[src/rtl/clock_ui_pkg.sv]
// Shared definitions for the clock user-interface blocks: classifier state
// encoding and tick counts for the 10 kHz counter clock.
package clock_ui_pkg;

  typedef enum logic [1:0] {
    IDLE  = 2'd0,
    PRESS = 2'd1,
    LONG  = 2'd2
  } press_state_t;

  localparam int TICKS_20MS  = 200;
  localparam int TICKS_200MS = 2000;
  localparam int TICKS_1S    = 10000;

endpackage

[src/rtl/sat_counter.sv]
// Up-counter with synchronous clear that holds at all-ones instead of wrapping.
module sat_counter #(
  parameter int W = 8
) (
  input  logic         clk,
  input  logic         rst,
  input  logic         clr,
  input  logic         inc,
  output logic [W-1:0] count
);

  // Clear wins over increment; once all bits are set the count stays put.
  always_ff @(posedge clk) begin
    if (rst || clr) begin
      count <= '0;
    end else if (inc && (count != {W{1'b1}})) begin
      count <= count + 1'b1;
    end
  end

endmodule

[src/rtl/press_classifier.sv]
// Turns one debounced button level into one-cycle short, long and auto-repeat
// pulses by timing how long the button stays down.
module press_classifier
  import clock_ui_pkg::*;
#(
  parameter int CNT_W        = 14,
  parameter int MIN_TICKS    = TICKS_20MS,
  parameter int LONG_TICKS   = TICKS_1S,
  parameter int REPEAT_TICKS = TICKS_200MS
) (
  input  logic             clk,
  input  logic             rst,
  input  logic             btn_in,
  input  logic             enable,
  output logic             short_pulse,
  output logic             long_pulse,
  output logic             repeat_pulse,
  output logic             held,
  output logic [CNT_W-1:0] hold_cnt
);

  localparam logic [CNT_W-1:0] MIN_CNT     = CNT_W'(MIN_TICKS);
  localparam logic [CNT_W-1:0] LONG_LAST   = CNT_W'(LONG_TICKS - 1);
  localparam logic [CNT_W-1:0] REPEAT_LAST = CNT_W'(REPEAT_TICKS - 1);

  press_state_t     state;
  press_state_t     next_state;
  logic             btn_prev;
  logic             press;
  logic [CNT_W-1:0] rep_cnt;
  logic             hold_clr;
  logic             hold_inc;
  logic             rep_clr;
  logic             rep_inc;
  logic             short_next;
  logic             long_next;
  logic             repeat_next;

  // A press is a rising edge only; btn_prev resets high so a button held
  // through reset (or through a disable) must be released before it counts.
  assign press = btn_in && !btn_prev;

  sat_counter #(.W(CNT_W)) u_hold_cnt (
    .clk   (clk),
    .rst   (rst),
    .clr   (hold_clr),
    .inc   (hold_inc),
    .count (hold_cnt)
  );

  sat_counter #(.W(CNT_W)) u_rep_cnt (
    .clk   (clk),
    .rst   (rst),
    .clr   (rep_clr),
    .inc   (rep_inc),
    .count (rep_cnt)
  );

  // State register, edge-detect history and the registered pulse outputs.
  always_ff @(posedge clk) begin
    if (rst) begin
      state        <= IDLE;
      btn_prev     <= 1'b1;
      short_pulse  <= 1'b0;
      long_pulse   <= 1'b0;
      repeat_pulse <= 1'b0;
      held         <= 1'b0;
    end else begin
      state        <= next_state;
      btn_prev     <= btn_in;
      short_pulse  <= short_next;
      long_pulse   <= long_next;
      repeat_pulse <= repeat_next;
      held         <= (next_state != IDLE);
    end
  end

  // Next-state decisions, counter controls and which pulse (if any) to fire.
  always_comb begin
    next_state  = state;
    hold_clr    = 1'b0;
    hold_inc    = 1'b0;
    rep_clr     = 1'b0;
    rep_inc     = 1'b0;
    short_next  = 1'b0;
    long_next   = 1'b0;
    repeat_next = 1'b0;

    if (!enable) begin
      next_state = IDLE;
      hold_clr   = 1'b1;
      rep_clr    = 1'b1;
    end else begin
      unique case (state)
        IDLE: begin
          rep_clr = 1'b1;
          if (press) begin
            next_state = PRESS;
            hold_inc   = 1'b1;
          end else begin
            hold_clr = 1'b1;
          end
        end

        PRESS: begin
          if (btn_in) begin
            hold_inc = 1'b1;
            if (hold_cnt == LONG_LAST) begin
              long_next  = 1'b1;
              rep_clr    = 1'b1;
              next_state = LONG;
            end
          end else begin
            short_next = (hold_cnt >= MIN_CNT);
            next_state = IDLE;
            hold_clr   = 1'b1;
            rep_clr    = 1'b1;
          end
        end

        LONG: begin
          if (btn_in) begin
            hold_inc = 1'b1;
            if (rep_cnt == REPEAT_LAST) begin
              repeat_next = 1'b1;
              rep_clr     = 1'b1;
            end else begin
              rep_inc = 1'b1;
            end
          end else begin
            next_state = IDLE;
            hold_clr   = 1'b1;
            rep_clr    = 1'b1;
          end
        end

        default: begin
          next_state = IDLE;
          hold_clr   = 1'b1;
          rep_clr    = 1'b1;
        end
      endcase
    end
  end

endmodule

[config.mk]
export PLATFORM = sky130hd
export DESIGN_NAME = press_classifier
export DESIGN_NICKNAME = d
export VERILOG_FILES = /design/src/rtl/clock_ui_pkg.sv /design/src/rtl/sat_counter.sv /design/src/rtl/press_classifier.sv
export SDC_FILE = /design/constraint.sdc
export NUM_CORES = 1
export LEC_CHECK = 0
export BUFFER_PORTS_ARGS = -buffer_cell sky130_fd_sc_hd__buf_4
export CAP_MARGIN = 20
export CORE_MARGIN = 4
export CORE_UTILIZATION = 55
export CTS_BUF_LIST = sky130_fd_sc_hd__clkbuf_8
export CTS_CLUSTER_DIAMETER = 30
export CTS_CLUSTER_SIZE = 8
export DETAILED_ROUTE_END_ITERATION = 10
export PLACE_DENSITY = 0.76
export SETUP_SLACK_MARGIN = 0.05
export SLEW_MARGIN = 10
export SYNTH_ARGS = -nofsm -noshare
export SYNTH_HDL_FRONTEND = slang
export SYNTH_HIERARCHICAL = 1
export SYNTH_SLANG_ARGS = --single-unit
export TNS_END_PERCENT = 5
[constraint.sdc]
create_clock -name clk -period 3.1 [get_ports clk]
set_input_delay 0 -clock clk [delete_from_list [all_inputs] [get_ports clk]]
set_output_delay 0 -clock clk [all_outputs]
set_load 0.01 [all_outputs]
==> results of run 1 <==
-- cell usage in the layout, fill, tap and decap left out, types with 3 or more instances in the layout --
| cell type | netlist | routed |
|---|---|---|
| nor2_1 | 10 | 10 |
| a21oi_1 | 23 | 23 |
| o41ai_1 | 4 | 4 |
| o31ai_1 | 6 | 6 |
| or3_1 | 8 | 8 |
| nor4_1 | 4 | 4 |
| o21ai_0 | 15 | 15 |
| nand4_1 | 9 | 9 |
| buf_4 | 0 | 24 |
| nand2_1 | 15 | 15 |
| nor4_2 | 4 | 4 |
| nand3_1 | 15 | 15 |
| inv_1 | 12 | 12 |
| ha_1 | 6 | 6 |
| or2_2 | 3 | 3 |
| dlygate4sd3_1 | 0 | 3 |
| dfxtp_1 | 35 | 35 |
| nor2b_1 | 4 | 4 |
| nor3_1 | 6 | 6 |
| nand4bb_1 | 3 | 3 |
| or4_1 | 9 | 9 |
| clkbuf_8 | 0 | 6 |
-- worst max-delay path: stages, from the launching register on --
cell     delay (ns)
dfxtp_1        0.41
inv_1          0.09
ha_1           0.33
inv_1          0.05
a21oi_1        0.42
nand4_2        0.20
or2_0          0.35
or4_1          0.45
a21oi_1        0.16
-- final cells by class --
| type | instances | area share |
|---|---|---|
| Multi-Input combinational cell | 184 | 0.526 |
| Clock inverter | 1 | 0.00215 |
| Inverter | 12 | 0.0194 |
| Clock buffer | 6 | 0.0355 |
| Sequential cell | 35 | 0.301 |
| Timing Repair Buffer | 27 | 0.0904 |
| Tap cell | 46 | 0.0248 |
-- Yosys cell counts, types with 3 or more instances --
library cell / n
o41ai_1: 4
nor2_1: 10
nor3_1: 6
or2_2: 3
nand2_1: 15
inv_1: 12
nor4_2: 4
ha_1: 6
or3_1: 8
o21ai_0: 15
nor4_1: 4
dfxtp_1: 35
nand3_1: 15
buf_2: 4
nand4_1: 9
clkbuf_1: 3
nand4bb_1: 3
o31ai_1: 6
nor2b_1: 4
a21oi_1: 23
or4_1: 9
-- report_power, final --
part | internal (W) | leakage [nW] | switching (W)
clock network | 0.000174 | 0.0470 | 0.000153
registers | 0.000451 | 0.282 | 0.000000903
logic | 0.0000109 | 0.421 | 0.0000131
total | 0.000636 | 0.750 | 0.000167
-- registers in the layout, summed over array words and instances (netlist names) --
name / flops
u_rep_cnt/count: 14
btn_prev: 1
held: 1
u_hold_cnt/count: 14
short_pulse: 1
long_pulse: 1
state: 2
repeat_pulse: 1
-- routing by layer --
layer	vias to the layer above	share of wire	GRT usage
li1	973	-	-
met1	908	0.47	0.325
met2	58	0.46	0.344
met3	4	0.062	0.0509
met4	0	0.0069	0.0521
met5	-	0	0
-- what timing repair did --
| item | CTS | global route |
|---|---|---|
| gates resized for setup | 0 | 0 |
| endpoints found under the hold margin | 4 | 0 |
| hold buffers | 3 | 0 |
| endpoints found under the setup margin | 0 | 0 |
-- metrics by stage --
stage | power, W | area [sq um]
final | 0.000803 | 2320
after global routing | 0.000837 | 2320
after CTS | 0.000814 | 2320
after detailed placement | 0.000483 | 2210
after global placement | 0.000483 | 2210
after floorplan | 0.000475 | 2000
-- logic make-up (layout without fill, tap and decap cells) --
group	after synthesis	count (layout)
flops	35	35
fa+ha+maj	6	6
mux	2	2
buf+inv	19	46
compound gates	65	65
simple gates	111	111
-- worst paths after layout --
path,from,end,slack (ns),depth (start not counted)
max reg2reg,state[1],u_hold_cnt/count[7],0.57,8
min reg2reg,u_rep_cnt/count[0],u_rep_cnt/count[0],0.54,2
min,rst,long_pulse,0.50,3
max,state[1],u_hold_cnt/count[7],0.57,8
==> key figures, run 1 <==
Outcome
  • Status: complete, no violations

STA
  • Endpoints failing setup: 0
  • Setup ws final: 0.573 ns
  • Worst Clk Skew: 0.00317 ns
  • Final Slew Violations: 0
  • WHS: 0.497 ns
  • Final hold violations: 0
  • Maximum clock rate: 0.396 GHz
  • Measured slew at the worst slew-check pin: 0.624 ns
  • Rel. slew slack: 0.580
  • Tcrit/Tclk final: 0.815
  • Setup TNS: 0 ns
  • RSZ-0062 raised after global routing: no
  • Final min period: 2.53 ns

Clock tree
  • TritonCTS Sinks: 35
  • Clk buf depth: 2
  • Clk slew on worst S/H paths: 0.06 ns
  • Clock latency on the worst-skew pair: 0.28 ns
  • Post-CTS setup buffer count: 0
  • H-tree depth: 2
  • CTS tree: built
  • Cts bufs inserted: 5
  • CTS root buffer: clkbuf_8

Synthesis
  • Simple-gate share of the synthesized area: 0.355
  • Syn_nets: 248
  • Leading area contributor after synthesis: dfxtp_1
  • Ys Warns: 6
  • Adder-Cell Fraction of Synth Area: 0.0375
  • Combinational family with the most area after synthesis: simple AND/OR/NAND/NOR gates
  • Post-synth EDFFs: 0
  • Post-synthesis sequential area ratio: 0.350
  • Syn avg cell area: 8.41 sq um
  • Cell area after synthesis: 0.00200 sq mm
  • Synth Register Bits: 35
  • Async set-reset flop share out of synthesis: 0
  • XOR/XNOR Fraction of Synth Area: 0
  • Share of the synthesized area in compound gates (AO/OA/AOI/OAI): 0.210
  • Synth top area cells: dfxtp_1 (35%), a21oi_1 (5.8%), ha_1 (3.8%)
  • Synth unique cells: 47
  • Yosys top cell area share: 0.350
  • Post-synthesis mux area share: 0.0100
  • Dominant synthesized flop cell: dfxtp_1
  • Mapped Cells: 238

Drt
  • Vias: 1,943
  • DR WL/cell: 15.3 um
  • DRC: 0
  • Post-Route WL: 4760 um
  • Via-per-instance ratio: 6.25
  • Drt pass-1 iters: 5
  • Initial DRC Count: 177
  • Final ANT Viol Nets: 0

Power
  • Power Dens Cells: 345 mW/mm^2
  • LEAKAGE: 0.750 nW
  • Worst vdd ir: 0.250 mV

Cells and area
  • Area Growth Syn to Fin: 16.2%
  • Nets: 275
  • Post-layout util: 0.681
  • Combined area of the multi-input logic cells: 0.00122 sq mm
  • Number of fill cells in the layout: 304
  • Sequential cell area: 701 sq um
  • Diode count: 0
  • Layout cells sized above 1: 0.170
  • Fin cells: 311

Critical path
  • Crit end category: register
  • Arr. time, crit path: 2.73 ns
  • Critical Path RT: 3.31 ns
  • Startpoint Class: register
  • WS Path Type: reg -> reg
  • Crit Path Max Fanout: 8

Floorplanning
  • Core ar.: 0.00342 sq mm
  • FP Rows: 21
  • IO Pins: 22
  • Height of the die: 68.3 um
  • Die Area: 0.00467 sq mm
  • Initial Utilization: 0.586
  • DIE WIDTH: 68.3 um

Hold path
  • Type of the worst min-delay path: in -> reg

Place
  • Placed Instances: 301
  • Gpl congestion: 0.897
  • Final HPWL DP: 3410 um
  • Pre-CTS setup slack: 0.649 ns
  • # port buffers: 21

Global route
  • GRT Total Usage: 0.227
  • GR Overflow Total: 0
  • Largest net degree at the start of global routing: 14
  • First-pass GRT wire length: 8070 um
  • Initial antenna violation count: 0
  • Vias in the first global route: 1,684

Job
  • Max-cap violations: 0
Power figures use the tool's default switching activity.
==> inputs of run 2 (changes only) <==
--- a/config.mk
+++ b/config.mk
@@ -5,6 +5,7 @@
 export SDC_FILE = /design/constraint.sdc
 export NUM_CORES = 1
 export LEC_CHECK = 0
+export ABC_AREA = 1
 export BUFFER_PORTS_ARGS = -buffer_cell sky130_fd_sc_hd__buf_4
 export CAP_MARGIN = 20
 export CORE_MARGIN = 4
@@ -13,7 +14,7 @@
 export CTS_CLUSTER_DIAMETER = 30
 export CTS_CLUSTER_SIZE = 8
 export DETAILED_ROUTE_END_ITERATION = 10
-export PLACE_DENSITY = 0.76
+export PLACE_DENSITY = 0.75
 export SETUP_SLACK_MARGIN = 0.05
 export SLEW_MARGIN = 10
 export SYNTH_ARGS = -nofsm -noshare
==> constraint.sdc (replaced) <==
create_clock -name clk -period 2.6 [get_ports clk]
set_input_delay 0 -clock clk [delete_from_list [all_inputs] [get_ports clk]]
set_output_delay 0 -clock clk [all_outputs]
set_load 0.01 [all_outputs]
==> key figures, run 2 <==
Synthesis
  • Synth unique cells: 27 (-43%)
  • Async set-reset flop share out of synthesis: 0 (unchanged)
  • Dominant synthesized flop cell: dfxtp_1
  • Post-synth EDFFs: 0 (unchanged)
  • Synth Register Bits: 35 (unchanged)
  • Yosys top cell area share: 0.303 (-0.0472)
  • Post-synthesis sequential area ratio: 0.303 (-0.0472)
  • Synth top cells by count: nand2_1 (115), nor2_1 (63), inv_1 (46), dfxtp_1 (35), a21oi_1 (16)
  • Synth top area cells: dfxtp_1 (30%), nand2_1 (19%), nor2_1 (10%)
  • Ys Warns: 6 (unchanged)
  • Cell area after synthesis: 0.00231 sq mm (+16%)
  • Syn_nets: 382 (+54%)
  • Leading area contributor after synthesis: dfxtp_1
  • Syn avg cell area: 6.22 sq um (-26%)
  • Count leader, synth: nand2_1
  • Mapped Cells: 372 (+56%)

Cells and area
  • Commonest non-fill, non-tap cell in the layout: nand2_1
  • Combined area of the multi-input logic cells: 0.00141 sq mm (+15%)
  • Layout cells sized above 1: 0.191 (+0.0214)
  • Post-layout util: 0.664 (-0.0169)
  • Sequential cell area: 701 sq um (unchanged)
  • Area Growth Syn to Fin: 15.6%
  • Number of fill cells in the layout: 392 (+29%)
  • Most frequent cells in the layout: nand2_1 (115), nor2_1 (63), inv_1 (48)
  • Nets: 417 (+52%)
  • Diode count: 0 (unchanged)
  • Largest regs: u_hold_cnt/count: 14 flops, u_rep_cnt/count: 14 flops, state: 2 flops

Floorplanning
  • Height of the die: 72.8 um (+6.6%)
  • IO Pins: 22 (unchanged)
  • DIE WIDTH: 72.8 um (+6.6%)
  • FP Rows: 23 (+9.5%)
  • Die Area: 0.00531 sq mm (+14%)
  • Core ar.: 0.00403 sq mm (+18%)
  • Initial Utilization: 0.574 (-0.0118)

Drt
  • Final ANT Viol Nets: 0 (unchanged)
  • Top Layer Used: met4
  • DRC: 0 (unchanged)
  • DR WL/cell: 11.5 um (-25%)
  • Via-per-instance ratio: 5.02 (-20%)
  • Drt pass-1 iters: 4 (-1)
  • Met2 WL: 2260 um (+2.4%)
  • DR WL met3: 284 um (-3.1%)
  • Initial DRC Count: 124 (-30%)
  • Metal-1 WL: 2670 um (+20%)
  • Vias: 2,300 (+18%)
  • Post-Route WL: 5290 um (+11%)

Clock tree
  • H-tree depth: 2 (unchanged)
  • CTS root buffer: clkbuf_8
  • Cts bufs inserted: 5 (unchanged)
  • Post-CTS setup buffer count: 0 (unchanged)
  • TritonCTS Sinks: 35 (unchanged)
  • Clk buf depth: 2 (unchanged)
  • CTS tree: built
  • Clock latency on the worst-skew pair: 0.29 ns (about the same)
  • Clk slew on worst S/H paths: 0.07 ns (about the same)

STA
  • Measured slew at the worst slew-check pin: 0.458 ns (-0.166 ns)
  • Maximum clock rate: 0.526 GHz (+33%)
  • Endpoints failing setup: 0 (unchanged)
  • Worst Clk Skew: 0.00410 ns (+0.000926 ns)
  • Tcrit/Tclk final: 0.731 (-0.0838)
  • Rel. slew slack: 0.694 (+0.113)
  • Final hold violations: 0 (unchanged)
  • Final Slew Violations: 0 (unchanged)
  • RSZ-0062 raised after global routing: no
  • Setup TNS: 0 ns (unchanged)
  • Final min period: 1.90 ns (-0.625 ns)

Global route
  • Initial antenna violation count: 0 (unchanged)
  • First-pass GRT wire length: 9290 um (+15%)
  • Vias in the first global route: 2,060 (+22%)
  • GRT Total Usage: 0.223 (-0.00374)
  • Largest net degree at the start of global routing: 11 (-3)
  • GR Overflow Total: 0 (unchanged)

Critical path
  • Reg2reg path depth: 9 (+1)
  • Crit path depth: 9 (+1)
  • Critical Path RT: 2.82 ns (-0.49 ns)
  • Crit path cell chain: inv_1, ha_1, nand2_1, a21boi_1, buf_4, inv_1, nor2_1, nand2_1, a21oi_1
  • Worst stage delay on the critical path: 0.36 ns (-0.09 ns)
  • Crit Path Max Fanout: 6 (-2)
  • Startpoint Class: register
  • Crit-path slowest cell: dfxtp_1
  • CP top delay family: simple AND/OR/NAND/NOR gates
  • Buffer and inverter count on the worst path: 3 (+1)
  • WS Path Type: reg -> reg
  • Crit end category: register
  • Arr. time, crit path: 2.12 ns (-0.61 ns)

Power
  • Total power: 0.000950 W (+18%)
  • Worst vdd ir: 0.263 mV (+5.4%)
  • Power Dens Cells: 355 mW/mm^2 (+3.0%)
  • LEAKAGE: 1.11 nW (+47%)

Place
  • Final HPWL DP: 4130 um (+21%)
  • # port buffers: 21 (unchanged)
  • Gpl congestion: 0.933 (+4.0%)

Hold path
  • Type of the worst min-delay path: in -> reg
  • Hold depth: 5 (+2)

Job
  • Max-cap violations: 0 (unchanged)

Outcome
  • Status: complete, no violations
## run 2: final timing paths
kind | from | end | slack (ns)
hold reg to reg | u_rep_cnt/count[1] | u_rep_cnt/count[1] | 0.53
setup / recovery | state[0] | u_hold_cnt/count[4] | 0.70
hold / removal | enable | repeat_pulse | 0.1
setup reg to reg | state[0] | u_hold_cnt/count[4] | 0.70
## run 2: stage by stage
step           std cells  cell area, sq um  hold WS [ns]  setup slack (ns)
2_1_floorplan        372              2310        0.0762             0.775
3_3_place_gp         447              2560         0.213             0.818
3_5_place_dp         447              2560         0.213             0.721
4_1_cts              458              2670        0.0859             0.714
5_1_grt              458              2670         0.133             0.488
6_report             458              2670        0.0956             0.698
## run 2: report_power, final
part            total, W  internal [W]  switching [W]
Clock           0.000379      0.000180       0.000199
Sequential      0.000538      0.000537     0.00000106
Combinational  0.0000329     0.0000131      0.0000199
## run 2: cell families after synthesis
family	Yosys count	share of synthesized area
xor+xnor	6	0.0227
flops	35	0.303
compound gates	26	0.0611
buf+inv	53	0.0860
simple gates	246	0.495
fa+ha+maj	6	0.0325
## run 2: layout make-up
type                    count  share of cell area
inverters                  53              0.0744
well taps                  50              0.0234
flip-flops and latches     35               0.262
repair buffers             28              0.0814
clock buffers               5              0.0257
clock inverters             3             0.00468
multi-input cells         284               0.528
## run 2: worst reg2reg max path, stage by stage (launching register included)
cell and delay, ns:
dfxtp_1 0.36, inv_1 0.09, ha_1 0.30, nand2_1 0.06, a21boi_1 0.17, buf_4 0.18, inv_1 0.11, nor2_1 0.35
nand2_1 0.11, a21oi_1 0.13
## run 2: per-layer routing
| layer | up-vias | GRT usage |
|---|---|---|
| li1 | 1226 | - |
| met1 | 1017 | 0.308 |
| met2 | 51 | 0.347 |
| met3 | 6 | 0.0455 |
| met4 | 0 | 0.0738 |
| met5 | - | 0 |
## run 2: repair_timing
item	in CTS	in global routing
gates resized for setup	0	0
hold buffers	3	0
endpoints found under the hold margin	3	0
